### src/rtl/gru_fp_pkg.sv
`default_nettype none
// ============================================================================
// gru_fp_pkg : shared Q2.14 constants, FSM states and saturation helpers
// Rev 1.0
// ============================================================================
package gru_fp_pkg;

  localparam int DATABIT = 16;
  localparam int FRACBIT = 14;
  localparam int WIDEBIT = 2 * DATABIT;

  localparam logic [DATABIT-1:0] Q_ONE = 16'h4000;
  localparam logic [DATABIT-1:0] Q_MAX = 16'h7FFF;
  localparam logic [DATABIT-1:0] Q_MIN = 16'h8000;

  typedef enum logic [2:0] {
    ST_IDLE = 3'd0,
    ST_P0   = 3'd1,
    ST_P1   = 3'd2,
    ST_P2   = 3'd3,
    ST_P3   = 3'd4,
    ST_OUT  = 3'd5
  } state_t;

  function automatic logic ovf16(input logic signed [WIDEBIT-1:0] x);
    return (x > 32'sd32767) || (x < -32'sd32768);
  endfunction

  function automatic logic [DATABIT-1:0] sat16(input logic signed [WIDEBIT-1:0] x);
    if (x > 32'sd32767) begin
      return Q_MAX;
    end else if (x < -32'sd32768) begin
      return Q_MIN;
    end
    return x[DATABIT-1:0];
  endfunction

endpackage : gru_fp_pkg
`default_nettype wire

### src/rtl/grad_mult_q14.sv
`default_nettype none
// ============================================================================
// grad_mult_q14 : registered signed 16x16 multiply, >>FRACBIT, saturate to 16b
// Rev 1.0
// ============================================================================
module grad_mult_q14
  import gru_fp_pkg::*;
(
  input  logic               clk,
  input  logic               rst_n,
  input  logic [DATABIT-1:0] i_a,
  input  logic [DATABIT-1:0] i_b,
  output logic [DATABIT-1:0] o_p,
  output logic               o_sat
);

  logic signed [WIDEBIT-1:0] w_prod;
  logic signed [WIDEBIT-1:0] w_shift;
  logic        [DATABIT-1:0] r_p;
  logic                      r_sat;

  assign w_prod  = $signed(i_a) * $signed(i_b);
  // Arithmetic shift floors toward -inf, which is the intended rounding.
  assign w_shift = w_prod >>> FRACBIT;

  always_ff @(posedge clk or negedge rst_n) begin
    if (!rst_n) begin
      r_p   <= '0;
      r_sat <= 1'b0;
    end else begin
      r_p   <= sat16(w_shift);
      r_sat <= ovf16(w_shift);
    end
  end

  assign o_p   = r_p;
  assign o_sat = r_sat;

endmodule : grad_mult_q14
`default_nettype wire

### src/rtl/cal_ht_grad.sv
`default_nettype none
// ============================================================================
// cal_ht_grad : GRU hidden-state backward unit, d_ht1/d_htb/d_zt on one multiplier
// Rev 1.0
// ============================================================================
module cal_ht_grad
  import gru_fp_pkg::*;
(
  input  logic               clk,
  input  logic               rst_n,
  input  logic               in_valid,
  output logic               in_ready,
  input  logic [DATABIT-1:0] zt,
  input  logic [DATABIT-1:0] ht1,
  input  logic [DATABIT-1:0] htb,
  input  logic [DATABIT-1:0] dht,
  output logic               out_valid,
  input  logic               out_ready,
  output logic [DATABIT-1:0] d_zt,
  output logic [DATABIT-1:0] d_ht1,
  output logic [DATABIT-1:0] d_htb,
  output logic               sat_flag
);

  state_t             r_state;
  logic [DATABIT-1:0] r_zt;
  logic [DATABIT-1:0] r_dht;
  logic [DATABIT-1:0] r_onesz;
  logic [DATABIT-1:0] r_diff;
  logic [DATABIT-1:0] r_cap_ht1;
  logic [DATABIT-1:0] r_cap_htb;
  logic               r_sat_acc;
  logic               r_out_valid;
  logic [DATABIT-1:0] r_d_zt;
  logic [DATABIT-1:0] r_d_ht1;
  logic [DATABIT-1:0] r_d_htb;
  logic               r_sat_flag;

  logic [DATABIT:0]          w_diff17;
  logic signed [WIDEBIT-1:0] w_diff_wide;
  logic [DATABIT-1:0]        w_mult_b;
  logic [DATABIT-1:0]        w_mult_p;
  logic                      w_mult_sat;
  logic                      w_accept;

  assign w_accept    = in_valid && (r_state == ST_IDLE);
  assign w_diff17    = {ht1[DATABIT-1], ht1} - {htb[DATABIT-1], htb};
  assign w_diff_wide = $signed({{(WIDEBIT-DATABIT-1){w_diff17[DATABIT]}}, w_diff17});

  // Second multiplier operand follows the state; dht is always the first.
  always_comb begin
    w_mult_b = r_diff;
    case (r_state)
      ST_P0:   w_mult_b = r_zt;
      ST_P1:   w_mult_b = r_onesz;
      default: w_mult_b = r_diff;
    endcase
  end

  grad_mult_q14 u_mult (
    .clk   (clk),
    .rst_n (rst_n),
    .i_a   (r_dht),
    .i_b   (w_mult_b),
    .o_p   (w_mult_p),
    .o_sat (w_mult_sat)
  );

  always_ff @(posedge clk or negedge rst_n) begin
    if (!rst_n) begin
      r_state     <= ST_IDLE;
      r_zt        <= '0;
      r_dht       <= '0;
      r_onesz     <= '0;
      r_diff      <= '0;
      r_cap_ht1   <= '0;
      r_cap_htb   <= '0;
      r_sat_acc   <= 1'b0;
      r_out_valid <= 1'b0;
      r_d_zt      <= '0;
      r_d_ht1     <= '0;
      r_d_htb     <= '0;
      r_sat_flag  <= 1'b0;
    end else begin
      case (r_state)
        ST_IDLE: begin
          if (w_accept) begin
            r_zt      <= zt;
            r_dht     <= dht;
            // One-minus-gate wraps like the forward path does.
            r_onesz   <= Q_ONE - zt;
            r_diff    <= sat16(w_diff_wide);
            r_sat_acc <= ovf16(w_diff_wide);
            r_state   <= ST_P0;
          end
        end
        ST_P0: begin
          r_state <= ST_P1;
        end
        ST_P1: begin
          r_cap_ht1 <= w_mult_p;
          r_sat_acc <= r_sat_acc | w_mult_sat;
          r_state   <= ST_P2;
        end
        ST_P2: begin
          r_cap_htb <= w_mult_p;
          r_sat_acc <= r_sat_acc | w_mult_sat;
          r_state   <= ST_P3;
        end
        ST_P3: begin
          r_d_zt      <= w_mult_p;
          r_d_ht1     <= r_cap_ht1;
          r_d_htb     <= r_cap_htb;
          r_sat_flag  <= r_sat_acc | w_mult_sat;
          r_out_valid <= 1'b1;
          r_state     <= ST_OUT;
        end
        ST_OUT: begin
          if (out_ready) begin
            r_out_valid <= 1'b0;
            r_state     <= ST_IDLE;
          end
        end
        default: begin
          r_out_valid <= 1'b0;
          r_state     <= ST_IDLE;
        end
      endcase
    end
  end

  assign in_ready  = (r_state == ST_IDLE);
  assign out_valid = r_out_valid;
  assign d_zt      = r_d_zt;
  assign d_ht1     = r_d_ht1;
  assign d_htb     = r_d_htb;
  assign sat_flag  = r_sat_flag;

endmodule : cal_ht_grad
`default_nettype wire

### config.mk
export PLATFORM = sky130hd
export DESIGN_NAME = cal_ht_grad
export DESIGN_NICKNAME = d
export VERILOG_FILES = /design/src/rtl/gru_fp_pkg.sv /design/src/rtl/grad_mult_q14.sv /design/src/rtl/cal_ht_grad.sv
export SDC_FILE = /design/constraint.sdc
export NUM_CORES = 1
export LEC_CHECK = 0
export CAP_MARGIN = 20
export CORE_MARGIN = 1.5
export CORE_UTILIZATION = 60
export CTS_CLUSTER_DIAMETER = 30
export CTS_CLUSTER_SIZE = 40
export DETAILED_ROUTE_END_ITERATION = 12
export GPL_TIMING_DRIVEN = 0
export PLACE_DENSITY = 0.81
export SKIP_CTS_REPAIR_TIMING = 1
export SLEW_MARGIN = 10
export SYNTH_ARGS = -nofsm -noshare
export SYNTH_HDL_FRONTEND = slang
export SYNTH_SLANG_ARGS = --single-unit
### constraint.sdc
create_clock -name clk -period 9.74 [get_ports clk]
set_input_delay 1.948 -clock clk [delete_from_list [all_inputs] [get_ports clk]]
set_output_delay 1.948 -clock clk [all_outputs]
set_load 0.01 [all_outputs]
Yosys cells after proc, flatten, opt, wreduce, memory -nomap -nowiden
Cells that the tools add are included.
{"block": "totals", "register_bits": 167, "elab_cells": 62}
{"block": "op_classes", "add_sub_neg": 2, "mul": 1, "n_lt_le_gt_ge": 4, "n_eq_ne": 7, "n_mux": 20, "n_bitwise": 2, "n_reduce_logical": 11}
{"cell": "$mux W16", "n": 6}
{"cell": "$mul A16 B16 Y32", "n": 1}
{"cell": "$pmux W16 S2", "n": 1}
{"cell": "$gt A18 B16 Y1 const B", "n": 1}
{"cell": "$lt A18 B16 Y1 const B", "n": 1}
{"cell": "$pmux W3 S6", "n": 1}
{"cell": "$gt A17 B16 Y1 const B", "n": 1}
{"cell": "$lt A17 B16 Y1 const B", "n": 1}
{"cell": "$sub A16 B16 Y17", "n": 1}
{"cell": "$sub A15 B16 Y16 const A", "n": 1}
{"cell": "$mux W1", "n": 8}
{"cell": "$reduce_and A2 Y1", "n": 4}
{"cell": "$eq A3 B2 Y1 const B", "n": 2}
{"cell": "$eq A3 B3 Y1 const B", "n": 2}
{"cell": "$mux W3", "n": 2}
{"cell": "$reduce_or A4 Y1", "n": 1}
{"cell": "$eq A3 B1 Y1 const B", "n": 1}
{"cell": "$logic_not A3 Y1", "n": 1}
{"cell": "$pmux W1 S3", "n": 1}
{"cell": "$logic_or A1 B1 Y1", "n": 2}
{"cell": "$ne A2 B1 Y1 const B", "n": 1}
{"cell": "$ne A2 B2 Y1 const B", "n": 1}
{"cell": "$pmux W1 S2", "n": 1}
{"cell": "$reduce_bool A2 Y1", "n": 1}
{"cell": "4 further kinds", "n": 4}

Logic depth before layout (Yosys ltp)
Gate-level depths: netlist (run 1).
{"block": "logic_depth", "word_depth": 7, "mapped_depth": 29}

Modules after synthesis
A second synthesis (run 1) with hierarchy kept.
{"block": "hier_totals", "hier_cells": 1776, "area_unflattened_um2": 17386.7}
{"mod": "grad_mult_q14", "n_inst": 1, "cells_per_inst": 1098, "area_per_inst_um2": 10247.3, "seq_area_each_um2": 425.4}
{"mod": "cal_ht_grad", "n_inst": 1, "cells_per_inst": 678, "area_per_inst_um2": 7139.3, "seq_area_each_um2": 3728.6}

Worst setup path after synthesis (run 1)
OpenSTA, ideal clock, no wires.
{"block": "synth_path", "kind": "flip-flop to flip-flop", "startpoint": "register r_state[0]", "endpoint": "register u_mult.r_p[11] (netlist: u_mult.o_p[11])", "setup_ps": 118, "arrival_time_ps": 7183, "required_ps": 9622, "path_slack_ps": 2439, "path_stages_with_launch": 27, "n_path_buf": 3, "period_less_slack_ps": 7301, "cell_sequence": "dfrtp_1 -> nor3b_2 -> nor2_1 -> clkbuf_1 -> nand2_1 -> nand2_1 -> clkbuf_1 -> nand2_1 -> inv_1 -> fa_1 -> fa_1 -> inv_1 -> fa_1 -> fa_1 -> fa_1 -> fa_1 -> inv_1 -> ha_1 -> nand2_1 -> nor3_1 -> nand2_1 -> or3_1 -> nor3_1 -> and4bb_1 -> a21o_4 -> buf_6 -> a21o_1"}
{"block": "synth_between", "elab_chain_len": 7}
{"element": "start: declaration", "line": "cal_ht_grad.sv:25", "rtl": "state_t r_state;"}
{"element": "start signal: assignment", "line": "cal_ht_grad.sv:71", "rtl": "r_state <= ST_IDLE;"}
{"element": "start signal: assignment", "line": "cal_ht_grad.sv:94", "rtl": "r_state <= ST_P0;"}
{"element": "start signal: assignment", "line": "cal_ht_grad.sv:98", "rtl": "r_state <= ST_P1;"}
{"element": "$eq A3 B2 Y1 / $eq A3 B1 Y1 (equally long branches)", "line": "cal_ht_grad.sv:53", "rtl": "case (r_state)"}
{"element": "$pmux W16 S2 *", "line": "cal_ht_grad.sv:53"}
{"element": "$mul A16 B16 Y32 *", "line": "grad_mult_q14.sv:22", "rtl": "assign w_prod = $signed(i_a) * $signed(i_b);"}
{"element": "$lt A18 B16 Y1", "line": "gru_fp_pkg.sv:32", "rtl": "end else if (x < -32'sd32768) begin"}
{"element": "$mux W1", "line": "gru_fp_pkg.sv:32"}
{"element": "$mux W1", "line": "gru_fp_pkg.sv:30", "rtl": "if (x > 32'sd32767) begin"}
{"element": "$mux W16 *", "line": "gru_fp_pkg.sv:35", "rtl": "return x[DATABIT-1:0];"}
{"element": "end signal: assignment", "line": "grad_mult_q14.sv:31", "rtl": "r_p <= sat16(w_shift);"}
{"element": "end: declaration", "line": "grad_mult_q14.sv:19", "rtl": "logic [DATABIT-1:0] r_p;"}
Mark *: on every way between the ends. The rest lies on a longest branch, timed or not.
A chain may end at the register's enable or synchronous reset.

Worst setup path in the final report (run 1)
{"block": "layout_path", "startpoint": "register r_state[0]", "endpoint": "register u_mult.r_p[14] (netlist: u_mult.o_p[14])"}
Same word-level chain as after synthesis.

==> results of run 1 <==
final cells by class:
class | instances | area share [%]
clock buffers | 18 | 2.26
clock inverters | 14 | 0.824
flip-flops and latches | 166 | 21.4
multi-input cells | 1150 | 59.3
repair buffers | 119 | 6.24
plain buffers | 62 | 1.31
well taps | 378 | 2.43
inverters | 323 | 6.24
cells in the final DEF (no fill, tap or decap), types with 46 or more instances in the layout:
cell type | Yosys | layout
ha_1 | 96 | 96
nor2b_1 | 84 | 84
nand2_1 | 219 | 219
o21ai_0 | 46 | 46
mux2_2 | 96 | 96
dfrtp_1 | 166 | 166
inv_1 | 323 | 323
clkdlybuf4s50_1 | 0 | 117
fa_1 | 262 | 262
clkbuf_1 | 53 | 53
cells by family (layout without fill, tap and decap cells):
kind of cell | after synthesis | count (layout)
buf+inv | 385 | 536
compound gates | 171 | 171
xor+xnor | 55 | 55
simple gates | 453 | 453
mux | 98 | 98
flops | 166 | 166
fa+ha+maj | 373 | 373
flip-flops by register name (all words and copies together) (netlist names):
name	flops
r_dht	16
u_mult.o_sat	1
r_zt	16
r_state	3
sat_flag	1
r_cap_htb	16
r_sat_acc	1
r_diff	16
out_valid	1
u_mult.o_p	16
d_htb	16
r_onesz	15
d_zt	16
r_cap_ht1	16
d_ht1	16
worst paths after layout:
| kind | slack [ns] | startpoint | cells after the start | end |
|---|---|---|---|---|
| setup / recovery | 0.44 | r_state[0] | 28 | u_mult.o_p[14] |
| min in group asynchronous | 1.43 | rst_n | 1 | u_mult.o_p[7] |
| setup reg to reg | 0.44 | r_state[0] | 28 | u_mult.o_p[14] |
| hold / removal | 0.48 | r_cap_ht1[4] | 2 | r_cap_ht1[4] |
| max in group asynchronous | 7.39 | rst_n | 2 | r_onesz[1] |
| hold reg to reg | 0.48 | r_cap_ht1[4] | 2 | r_cap_ht1[4] |
layer usage:
metal | routed length (um) | up-vias | part of all wire [%] | GRT usage (%)
met1 | 17000 | 6315 | 41 | 38.8
met3 | 2590 | 102 | 6.2 | 5.84
li1 | - | 5541 | - | -
met4 | 1600 | 0 | 3.9 | 12.7
met5 | 0 | - | 0 | 0
met2 | 20400 | 412 | 49 | 51.7
through the flow:
stage | utilization, % | area, um2 | hold slack (ns) | setup slack, ns | std cells
CTS | 69.6 | 19400 | 0.482 | 0.574 | 2230
floorplan | - | 17200 | 0.440 | 2.44 | 1701
detailed placement | 67.5 | 18800 | 0.465 | 0.627 | 2198
finish | 69.6 | 19400 | 0.478 | 0.438 | 2230
global route | 69.6 | 19400 | 0.503 | 0.104 | 2230
global placement | 67.3 | 18800 | 0.454 | 0.232 | 2197
worst register-to-register path, delay by kind of cell, from the launching register on:
family	cells	cell delay (ns)
AO/OA/AOI/OAI	7	2.09
AND/OR/NAND/NOR	6	1.80
flip-flops	1	0.40
buffers and inverters	7	1.24
adder cells (fa/ha/maj)	7	3.50
XOR/XNOR	1	0.16
==> flow_summary.yaml, run 1 <==
floorplan:
  die_x_um: 172
  rows: 61
  core_mm2: 0.0279
  fp.dieH_um: 172
  dieArea_mm2: 0.0296
  initial_utilization_pct: 61.4
  pin_count: 119
timing:
  slew_headroom_pct: 32.6
  finalCriticalPeriod_ns: 9.30
  finalSetupViolations: 0
  rsz0062_at_grt: "no"
  hold_viol_final: 0
  fmax_mhz: 108
  tns_ns: 0
  worst_clock_skew_ns: 0.00920
  slew_viol_final: 0
  finalCritPeriodShare_pct: 95.5
  worstMarginPinSlew_ns: 1.01
global_route:
  grt_first_pass_wirelength_mm: 68.6
  grt_remaining_overflow: 0
  grt_max_degree: 107
  grtUsageTotal_pct: 30.6
  grt_pass1_vias: 13700
  antenna_found_initial: 0
layout:
  ff_latch_area_mm2: 0.00415
  area_delta_synth_final_pct: 13.3
  final_layout_size_suffix_gt1_share_pct: 8.26
  multi_input_area_mm2: 0.0115
  diodes: 0
  nFillCells: 2126
  nets: 2265
logic_synthesis:
  ys_types: 63
  synthAdderAreaFrac_pct: 38.4
  syn_nets: 2127
  synth-edff-count: 0
  yosys_warnings: 0
  mappedNetlistArea_mm2: 0.0172
  ys_ff_latch: 166
  synth.top_cell.area_share_pct: 30.6
  synthCells: 1701
  syn_area_per_cell_um2: 10.1
  synth_top_family_by_area: "adder cells"
  yosysSeqAreaShare_pct: 24.2
  muxShareOfSynthArea_pct: 6.42
  synth_most_common_cell: "inv_1"
  synth_flop_cell: "dfrtp_1"
  async_flop_share_pct: 100
  synth-compound-area-share_pct: 6.68
  synth_area_leader_cell: "fa_1"
  synth.top_cells.by_count: "inv_1, fa_1, nand2_1, dfrtp_1"
  synth_area_leaders: "fa_1, dfrtp_1, inv_1"
  synth-xor-area-share_pct: 2.81
  yosys.area_share.simple_pct: 12.9
clocking:
  clk_latency_ns: 0.44
  numClockSinks: 166
  cts.htree.levels: 4
  clkTransAtPathRegs_ns: 0.07
  cts_tree: "done"
  cts_made_buffers: 17
  root_buffer: "clkbuf_16"
  clockBufferDepth: 2
drt:
  drt_iter0_drc: 887
  viasPerCell: 5.55
  dr.pass1.iters: 5
  avgRoutedWirePerCell_um: 18.6
  wirelength_mm: 41.6
  postRouteAntennaNets: 0
  routed-via-count: 12400
  route.detailed.drc: 0
critical_path:
  path_class: "reg -> reg"
  critPathBufInv: 7
  cpMostUsedCell: "fa_1"
  max_stage_delay_ns: 0.60
  critPathRequiredTime_ns: 10.06
  slowest_stage: "o22ai_1"
  worstSetupStartpointType: "flip-flop"
  path_max_fanout: 10
  critPathCaptureType: "flip-flop"
  cp.arrival_ns: 9.62
  cp_top_family: "adder cells"
placement:
  dp_hpwl_mm: 33.1
  gp_congestion: 0.956
  portBuffers: 118
run:
  cap_viol_max_count: 0
status:
  status: "finished, final reports clean"
min_path:
  hold_path.class: "reg -> reg"
Power of run 1 is not shown: default switching activity piles up to over one toggle a cycle in this logic, so the estimate is an artifact.
==> run 2: changes to the inputs <==
--- a/config.mk
+++ b/config.mk
@@ -7,12 +7,12 @@
 export LEC_CHECK = 0
 export CAP_MARGIN = 20
 export CORE_MARGIN = 1.5
-export CORE_UTILIZATION = 60
+export CORE_UTILIZATION = 61
 export CTS_CLUSTER_DIAMETER = 30
 export CTS_CLUSTER_SIZE = 40
 export DETAILED_ROUTE_END_ITERATION = 12
 export GPL_TIMING_DRIVEN = 0
-export PLACE_DENSITY = 0.81
+export PLACE_DENSITY = 0.82
 export SKIP_CTS_REPAIR_TIMING = 1
 export SLEW_MARGIN = 10
 export SYNTH_ARGS = -nofsm -noshare
==> run 2 against run 1 <==
  * Via count is 1.7% higher
  * Largest cell class unchanged
  * Critical path depth unchanged
  * First-iteration DRC count shrank 11%
  * Fmax grew 0.82%
==> flow_summary.yaml, run 2 (synthesis results as in run 1) <==
global_route:
  use_met3_pct: 4.67
  grt_pass1_vias: 13600
  met1_usage_pct: 40.6
  use_met2_pct: 52.0
  grt-busiest-layer: "met2"
  grt_max_degree: 112
  grt_first_pass_wirelength_mm: 69.2
  grtUsageTotal_pct: 31.1
  grt_remaining_overflow: 0
  antenna_found_initial: 2
clocking:
  clkTransAtPathRegs_ns: 0.08
  clockBufferDepth: 2
  cts_tree: "done"
  cts_made_buffers: 17
  cts.htree.levels: 4
  clk_latency_ns: 0.44
  numClockSinks: 166
  root_buffer: "clkbuf_16"
min_path:
  hold-path-cell-count: 2
  hold_path.class: "reg -> reg"
layout:
  stdcell_area_mm2: 0.0194
  layout_commonest_cell: "inv_1"
  final_layout_size_suffix_gt1_share_pct: 8.37
  final_cell_mix: "inv_1, fa_1, nand2_1"
  area_delta_synth_final_pct: 13.3
  nets: 2265
  diodes: 0
drt:
  drt_iter0_drc: 785
  avgRoutedWirePerCell_um: 18.9
  routed-via-count: 12600
  dr.pass1.iters: 6
  postRouteAntennaNets: 0
  viasPerCell: 5.64
  wirelength_mm: 42.1
  route.detailed.drc: 0
floorplan:
  core_mm2: 0.0277
  dieArea_mm2: 0.0291
  pin_count: 119
  rows: 61
  die_x_um: 171
  initial_utilization_pct: 61.9
  fp.dieH_um: 171
placement:
  postPlaceCellArea_mm2: 0.0188
  portBuffers: 118
  dp_hpwl_mm: 32.9
  gp_congestion: 0.937
critical_path:
  slowest_stage: "a2111oi_1"
  cp.arrival_ns: 9.59
  critPathRequiredTime_ns: 10.10
  path_class: "reg -> reg"
  ff2ff_path_depth: 28
  path_max_fanout: 10
  worstSetupStartpointType: "flip-flop"
  critPathCaptureType: "flip-flop"
  max_stage_delay_ns: 0.59
run:
  cap_viol_max_count: 0
timing:
  hold_viol_final: 0
  fmax_mhz: 108
  slew_headroom_pct: 37.6
  rsz0062_at_grt: "no"
  worstMarginPinSlew_ns: 0.935
  slew_viol_final: 0
  finalCritPeriodShare_pct: 94.7
  finalCriticalPeriod_ns: 9.23
  finalSetupViolations: 0
  tns_ns: 0
  worst_clock_skew_ns: 0.0145
status:
  status: "finished, final reports clean"
-- run 2: changes by cell type in the layout (fill, tap and decap cells not counted), sizes merged --
cell,previous run,this run
inv,329,330
clkbuf,71,70
-- run 2: critical path: cells and delay by family, from the launching register on --
family / cells / cell delay, ns
simple gates: 5 / 1.38
buf+inv: 9 / 2.07
flops: 1 / 0.41
fa+ha+maj: 7 / 3.32
compound gates: 7 / 1.97
-- run 2: routing by layer --
metal  part of all wire, %  vias up
met5                     0        -
met4                   3.9        0
met3                   6.3      115
met2                    49      493
met1                    41     6429
li1                      -     5540
-- run 2: stage by stage --
step	hold WS, ns	setup WS, ns	util (%)	instances
6_report	0.487	0.514	70.2	2230
5_1_grt	0.507	0.0779	70.2	2230
4_1_cts	0.481	0.507	70.1	2230
3_5_place_dp	0.459	0.578	68.0	2198
3_3_place_gp	0.453	0.235	67.9	2197
2_1_floorplan	0.440	2.44	-	1701
-- run 2: layout make-up --
class                   instances  area, um2
repair buffers                119       1210
plain buffers                  62        255
fillers                      1978       8270
inverters                     323       1210
clock buffers                  17        425
clock inverters                15        161
multi-input cells            1150      11500
flip-flops and latches        166       4150
well taps                     378        473
-- run 2: worst paths after layout --
| kind | startpoint | to | slack [ns] |
|---|---|---|---|
| worst max-delay path | r_state[2] | u_mult.o_p[13] | 0.51 |
| worst min-delay path | r_cap_ht1[9] | r_cap_ht1[9] | 0.49 |
| worst max register to register | r_state[2] | u_mult.o_p[13] | 0.51 |
| worst min register to register | r_cap_ht1[9] | r_cap_ht1[9] | 0.49 |
| max in group asynchronous | rst_n | r_diff[13] | 7.40 |
| min in group asynchronous | rst_n | d_zt[8] | 1.43 |
Power of run 2 is left out for the same reason.
==> run 3: changes to the inputs <==
--- a/config.mk
+++ b/config.mk
@@ -7,12 +7,13 @@
 export LEC_CHECK = 0
 export CAP_MARGIN = 20
 export CORE_MARGIN = 1.5
-export CORE_UTILIZATION = 61
+export CORE_UTILIZATION = 62
+export CTS_BUF_LIST = sky130_fd_sc_hd__clkbuf_2 sky130_fd_sc_hd__clkbuf_4 sky130_fd_sc_hd__clkbuf_8
 export CTS_CLUSTER_DIAMETER = 30
 export CTS_CLUSTER_SIZE = 40
 export DETAILED_ROUTE_END_ITERATION = 12
 export GPL_TIMING_DRIVEN = 0
-export PLACE_DENSITY = 0.82
+export PLACE_DENSITY = 0.83
 export SKIP_CTS_REPAIR_TIMING = 1
 export SLEW_MARGIN = 10
 export SYNTH_ARGS = -nofsm -noshare
==> run 3 against run 2 <==
  * Routed wire length down 2.5%
  * Flip-flop and latch count is the same
  * Core utilization grew 0.89 points
  * Non-clock buffer count unchanged
  * Register-to-register slack about the same
  * Global-route usage is essentially flat
  * Final area shrank 1.2%
  * Die area fell by 1.6%
  * Sequential share of layout area grew 0.26 points
  * Critical path type unchanged
  * Highest routed layer unchanged
==> flow_summary.yaml, run 3 (synthesis results as in run 1) <==
timing:
  finalCriticalPeriod_ns: 9.23
  finalCritPeriodShare_pct: 94.7
  slew_viol_final: 0
  finalSetupViolations: 0
  hold_viol_final: 0
  worstMarginPinSlew_ns: 0.929
  fmax_mhz: 108
  worst_clock_skew_ns: 0.0226
  tns_ns: 0
  rsz0062_at_grt: "no"
  slew_headroom_pct: 38.0
global_route:
  grt_pass1_vias: 13600
  grt-busiest-layer: "met2"
  grt_max_degree: 115
  grtUsageTotal_pct: 31.1
  grt_remaining_overflow: 0
  use_met2_pct: 52.5
  use_met3_pct: 4.57
  met1_usage_pct: 40.6
  antenna_found_initial: 0
  grt_first_pass_wirelength_mm: 68.6
clocking:
  clk_latency_ns: 0.48
  cts_tree: "done"
  root_buffer: "clkbuf_8"
  clkTransAtPathRegs_ns: 0.11
  numClockSinks: 166
  cts_made_buffers: 17
  clockBufferDepth: 2
  cts.htree.levels: 4
critical_path:
  path_max_fanout: 10
  cp_top_family: "adder cells"
  critPathRequiredTime_ns: 10.09
  r2r_setup_slack_ns: 0.51
  r2r_end: "u_mult.o_p[14]"
  worstSetupStartpointType: "flip-flop"
  cp.arrival_ns: 9.58
  critPathCaptureType: "flip-flop"
  crit_path_end: "u_mult.o_p[14]"
  cp_num_cells: 28
  critPathBufInv: 8
  path_class: "reg -> reg"
  max_stage_delay_ns: 0.57
  ff2ff_path_depth: 28
  r2r-start: "r_state[2]"
  crit_start: "r_state[2]"
  slowest_stage: "o22ai_1"
layout:
  ff_latch_area_mm2: 0.00415
  final_layout_size_suffix_gt1_share_pct: 8.26
  diodes: 0
  area_delta_synth_final_pct: 11.9
  nFillCells: 1958
  final_cell_mix: "inv_1, fa_1, nand2_1"
  fin_util_pct: 71.1
  nets: 2265
  layout_commonest_cell: "inv_1"
  multi_input_area_mm2: 0.0115
status:
  status: "finished, final reports clean"
floorplan:
  dieArea_mm2: 0.0287
  initial_utilization_pct: 63.5
  pin_count: 119
  rows: 60
  core_mm2: 0.0270
  fp.dieH_um: 169
  die_x_um: 169
drt:
  dr.pass1.iters: 5
  routed-via-count: 12400
  wirelength_mm: 41.0
  viasPerCell: 5.64
  route.detailed.drc: 0
  drt_iter0_drc: 793
  avgRoutedWirePerCell_um: 18.7
  postRouteAntennaNets: 0
placement:
  portBuffers: 118
  gp_congestion: 0.931
  dp_hpwl_mm: 33.0
min_path:
  hold_start: "r_cap_ht1[6]"
  hold_path.class: "reg -> reg"
run:
  cap_viol_max_count: 0
==> run 3: cell type report <==
class | instances | area share [%]
Clock buffer | 18 | 1.29
Tap cell | 341 | 2.22
Multi-Input combinational cell | 1150 | 60.1
Sequential cell | 166 | 21.6
Inverter | 323 | 6.31
Clock inverter | 14 | 0.827
Timing Repair Buffer | 119 | 6.32
Buffer | 62 | 1.33
==> run 3: metrics by stage <==
step / hold slack [ns] / area [um2] / setup WS [ns] / std cells
floorplan: 0.440 / 17200 / 2.44 / 1701
global placement: 0.453 / 18800 / 0.282 / 2160
detailed placement: 0.458 / 18800 / 0.720 / 2161
CTS: 0.492 / 19200 / 0.654 / 2193
global route: 0.498 / 19200 / 0.147 / 2193
finish: 0.488 / 19200 / 0.514 / 2193
==> run 3: worst min-delay path, cell delays in order (launching register included) <==
cell and delay [ns]:
dfrtp_1 0.35, nand2_1 0.05, nand2_1 0.06
==> run 3: routing by layer <==
metal	vias up	wire length, um
li1	5544	-
met1	6299	16600
met2	439	20300
met3	90	2630
met4	0	1440
met5	-	0
==> run 3: worst min-delay path by stage <==
| stage | endpoint | cells past startpoint |
|---|---|---|
| after CTS | r_zt[1] | 2 |
| after detailed placement | r_cap_ht1[14] | 2 |
| after floorplan | r_cap_ht1[0] | 2 |
| after global placement | r_cap_ht1[3] | 2 |
| after global routing | r_cap_ht1[7] | 2 |
| final | r_cap_ht1[6] | 2 |
Power of run 3 is left out for the same reason.
